[config.mk]
export PLATFORM = sky130hd
export DESIGN_NAME = reg_write_sequencer
export DESIGN_NICKNAME = d
export VERILOG_FILES = /design/src/rtl/reg_write_sequencer.sv
export SDC_FILE = /design/constraint.sdc
export NUM_CORES = 1
export LEC_CHECK = 0
export BUFFER_PORTS_ARGS = -buffer_cell sky130_fd_sc_hd__clkbuf_2
export CAP_MARGIN = 20
export CORE_MARGIN = 5
export CORE_UTILIZATION = 45
export DETAILED_ROUTE_END_ITERATION = 12
export PLACE_DENSITY = 0.65
export SLEW_MARGIN = 5
export SYNTH_ARGS = -nofsm -noshare
export SYNTH_HDL_FRONTEND = slang
export SYNTH_SLANG_ARGS = --single-unit
[constraint.sdc]
create_clock -name clk -period 4.1 [get_ports clk]
set_clock_uncertainty 0.15 [all_clocks]
set_input_delay 0.82 -clock clk [delete_from_list [all_inputs] [get_ports clk]]
set_output_delay 0.82 -clock clk [all_outputs]
set_load 0.02 [all_outputs]
[src/rtl/reg_write_sequencer.sv]
// Write front-end for an enabled register bank: buffers (addr, data)
// requests in a small FIFO and retires one one-hot write per clock.
module reg_write_sequencer #(
  parameter int BITS   = 32,
  parameter int NUM    = 7,
  parameter int ADDR_W = 3,
  parameter int DEPTH  = 4
) (
  input  logic                       clk,
  input  logic                       reset_n,
  input  logic                       in_valid,
  output logic                       in_ready,
  input  logic [ADDR_W-1:0]          in_addr,
  input  logic [BITS-1:0]            in_data,
  input  logic                       hold,
  output logic [NUM-1:0]             wr_en,
  output logic [BITS-1:0]            wr_data,
  output logic [$clog2(DEPTH):0]     level,
  output logic                       err,
  output logic [ADDR_W-1:0]          err_addr,
  input  logic                       err_clr
);

  localparam int PW = $clog2(DEPTH);
  localparam int LW = PW + 1;

  typedef struct packed {
    logic [ADDR_W-1:0] addr;
    logic [BITS-1:0]   data;
  } entry_t;

  entry_t            r_mem [DEPTH];
  logic [PW-1:0]     r_wptr;
  logic [PW-1:0]     r_rptr;
  logic [LW-1:0]     r_level;
  logic [NUM-1:0]    r_wr_en;
  logic [BITS-1:0]   r_wr_data;
  logic              r_err;
  logic [ADDR_W-1:0] r_err_addr;

  logic              w_full;
  logic              w_push;
  logic              w_pop;
  entry_t            w_head;
  logic              w_bad;
  logic [NUM-1:0]    w_onehot;

  assign w_full   = (r_level == LW'(DEPTH));
  assign w_push   = in_valid & ~w_full;
  assign w_pop    = (r_level != '0) & ~hold;
  assign w_head   = r_mem[r_rptr];
  assign w_bad    = ({1'b0, w_head.addr} >= (ADDR_W+1)'(NUM));
  assign w_onehot = NUM'(1) << w_head.addr;

  // Storage carries no reset; validity is tracked by the pointers/level.
  always_ff @(posedge clk) begin
    if (w_push && reset_n) begin
      r_mem[r_wptr] <= '{addr: in_addr, data: in_data};
    end
  end

  always_ff @(posedge clk) begin
    if (!reset_n) begin
      r_wptr  <= '0;
      r_rptr  <= '0;
      r_level <= '0;
    end else begin
      if (w_push) r_wptr <= r_wptr + PW'(1);
      if (w_pop)  r_rptr <= r_rptr + PW'(1);
      unique case ({w_push, w_pop})
        2'b10:   r_level <= r_level + LW'(1);
        2'b01:   r_level <= r_level - LW'(1);
        default: r_level <= r_level;
      endcase
    end
  end

  always_ff @(posedge clk) begin
    if (!reset_n) begin
      r_wr_en   <= '0;
      r_wr_data <= '0;
    end else begin
      r_wr_en <= '0;
      if (w_pop && !w_bad) begin
        r_wr_en   <= w_onehot;
        r_wr_data <= w_head.data;
      end
    end
  end

  // A bad retirement on the same edge as a clear takes priority.
  always_ff @(posedge clk) begin
    if (!reset_n) begin
      r_err      <= 1'b0;
      r_err_addr <= '0;
    end else if (w_pop && w_bad) begin
      r_err <= 1'b1;
      if (!r_err || err_clr) r_err_addr <= w_head.addr;
    end else if (err_clr) begin
      r_err      <= 1'b0;
      r_err_addr <= '0;
    end
  end

  assign in_ready = ~w_full;
  assign wr_en    = r_wr_en;
  assign wr_data  = r_wr_data;
  assign level    = r_level;
  assign err      = r_err;
  assign err_addr = r_err_addr;

endmodule

==> results.py <==
metrics = {
    "cts": {
        "clk_pin_slew_ns": 0.06,
        "h-tree-depth": 4,
        "postCtsResizedCells": 0,
        "clk-insertion-delay-late_ns": 0.42,
        "postCtsHoldBufs": 0,
        "clockRootBuffer": "clkbuf_16",
        "cts_setup_buffers": 0,
        "cts.sinks": 192,
        "clk_path_buf_depth": 2,
        "cts_tree": "done",
        "cts_buffers": 17,
    },
    "placement": {
        "hpwl_um": 8270,
        "numPlacedInstances": 696,
        "gp_congestion": 0.687,
        "port_buffers": 86,
    },
    "power_and_ir_drop": {
        "peakVddDrop_v": 0.000318,
        "power_density_nw_per_um2": 616,
        "leakagePower_uw": 0.00289,
    },
    "global_route": {
        "grt_overflow": 0,
        "grt_pass1_vias": 3954,
        "grt_usage_pct": 15.3,
        "antenna_found_initial": 0,
        "grt_pass1_wl_um": 21100,
        "grt_max_degree": 36,
    },
    "yosys": {
        "synth-async-reset-ratio_pct": 0,
        "ys_seq_elements": 192,
        "syn_inst": 408,
        "synth_edf_count": 140,
        "synthesis.nets": 454,
        "yosysTopAreaCell": "edfxtp_1",
        "ys_warn_count": 0,
        "synth_cell_types": 28,
        "syn_area_per_cell_um2": 17.6,
        "ys_top_cells_by_count": "140 x edfxtp_1, 73 x nand2_1, 52 x dfxtp_1",
        "synthTopCellsByArea": "edfxtp_1 59%, dfxtp_1 15%, mux4_2 11%, a21boi_2 4.7%, nand2_1 3.8%",
        "post-synth-top-count-cell": "edfxtp_1",
        "synth_top_area_share_pct": 58.6,
        "syn_area_um2": 7180,
        "seq_area_frac_synth_pct": 73.1,
        "ys.flop_type": "edfxtp_1",
    },
    "die": {
        "num_io_pins": 87,
        "dieArea_um2": 18600,
        "placementRows": 46,
        "die_h_um": 136,
        "core_um2": 15800,
        "start_util_pct": 45.5,
        "chipWidth_um": 136,
    },
    "hold_path": {
        "hold_path.class": "reg -> reg",
    },
    "cells_and_area": {
        "area_delta_synth_final_pct": 17.4,
        "fin_cells": 729,
        "nNetsFinal": 545,
        "drive_above_1_share_pct": 37.9,
    },
    "drt": {
        "drc_errors": 0,
        "ant_nets": 0,
        "vias": 3635,
        "routed_wl_um": 13200,
        "drt_pass1_iterations": 4,
        "avgViaCountPerCell": 4.99,
        "drt-wirelength-per-cell_um": 18.1,
        "drt-initial-drc-count": 202,
    },
    "critical_path": {
        "crit_buf_inv": 2,
        "end_kind": "flip-flop",
        "crit_family": "simple AND/OR/NAND/NOR gates",
        "cp_max_fo": 7,
        "worst-setup-path-type": "reg -> reg",
        "arrival_ns": 2.93,
        "cp_common_cell": "inv_1",
        "slowest_delay_ns": 0.48,
        "cpMaxStageDelayCell": "or3b_2",
        "crit_chain": "or3b_2 -> and2_1 -> inv_1 -> ha_1 -> inv_1 -> fa_1 -> xor2_1 -> or3_1 -> a21boi_0",
        "required_ns": 4.30,
        "start_kind": "flip-flop",
    },
    "timing": {
        "finalHoldViolCount": 0,
        "fin_setup_tns_ns": 0,
        "finalMaxSlewViolations": 0,
        "period_minus_slack_ns": 2.72,
        "min_period_over_period_pct": 66.4,
        "rsz0062_at_grt": "no",
        "worst_pin_slew_ns": 0.952,
        "fmax_mhz": 367,
        "setup_viol_count_final": 0,
        "relSlewSlack_pct": 36.5,
    },
    "status": {
        "outcome": "completed",
    },
    "flow_run": {
        "cap_violations": 0,
    },
}
## per-layer routing
metal  global-route usage (%)  wire (µm)
met5                        0          0
met4                     5.99        280
met3                     5.14        742
met2                     26.7       6860
met1                     17.4       5340
## path summary, 6_finish.rpt
kind                                   from     endpoint  slack (ns)  cells after the start
worst max-delay path               level[2]     level[2]        1.38                      9
worst min-delay path            err_addr[1]  err_addr[1]        0.31                      2
worst max register to register     level[2]     level[2]        1.38                      9
worst min register to register  err_addr[1]  err_addr[1]        0.31                      2
## report_power, final
group          internal [µW]  switching (µW)  total, µW
combinational            481             628       1110
clock                    993             671       1660
sequential              2280             132       2420
## flip-flops by register name, summed over array words and instances (netlist names), named ones only
name	flops
err_addr	3
r_rptr	2
wr_data	32
r_wptr	2
wr_en	7
err	1
r_mem	140
level	3
## logic make-up after synthesis
| family | count (synthesis) | synth area share [%] |
|---|---|---|
| adders and majority gates | 6 | 1.15 |
| muxes | 35 | 11.0 |
| buffers and inverters | 27 | 1.90 |
| and+or+nand+nor | 101 | 6.17 |
| xor gates and xnor gates | 5 | 0.610 |
| DFF | 192 | 73.1 |
| AOI/OAI and AO/OA | 42 | 6.09 |
## worst reg2reg max path, cell delays in order (launching register included)
cell	delay (ns)
dfxtp_1	0.39
or3b_2	0.48
and2_1	0.26
inv_1	0.11
ha_1	0.19
inv_1	0.06
fa_1	0.37
xor2_1	0.16
or3_1	0.32
a21boi_0	0.16
## per-stage QoR
| step | power, µW | cell area (µm²) | hold slack (ns) | util [%] | worst slack [ns] |
|---|---|---|---|---|---|
| final | 5190 | 8420 | 0.311 | 53.4 | 1.38 |
| after global routing | 5430 | 8420 | 0.324 | 53.4 | 1.20 |
| after CTS | 5250 | 8420 | 0.317 | 53.4 | 1.39 |
| after detailed placement | 3600 | 7820 | 0.307 | 49.6 | 1.30 |
| after global placement | 3570 | 7820 | 0.295 | 49.6 | 1.40 |
| after floorplan | 3280 | 7180 | 0.326 | - | 1.30 |
## area by class of cell
class | instances | area (µm²)
repair buffers | 92 | 475
inverters | 7 | 26.3
fillers | 1335 | 7350
multi-input cells | 189 | 1800
flip-flops and latches | 192 | 5250
clock buffers | 23 | 468
well taps | 216 | 270
clock inverters | 9 | 133
diodes | 1 | 2.50
## cells in the final DEF, fill, tap and decap left out
master      Yosys  routed
fa_1            1       1
nor2_1          1       1
nand4_1         1       1
a311oi_4        1       1
xor2_1          3       3
and2_1          7       7
nor3b_1         1       1
clkinv_4        0       1
nor4_1          2       2
nand2_1        73      73
or3_1           1       1
clkbuf_8        0       2
clkbuf_1       10       4
dfxtp_1        52      50
clkbuf_2        0      86
o21ai_0         5       5
clkinv_2        0       2
ha_1            5       5
and3_2          0       4
clkbuf_16       0      17
clkinvlp_4      0       2
inv_1           7       7
a311o_2         0       1
buf_4           0       6
xnor2_1         2       2
inv_6           0       1
a21boi_2       30      30
a21boi_0        5       5
bufinv_16       0       3
dfxtp_2         0       2
and3_1          5       1
nand2b_1        3       3
edfxtp_1      140     140
nor3_1          6       6
diode_2         0       1
mux4_2         35      35
or3b_2          1       1
(Power assumes the default switching activity.)
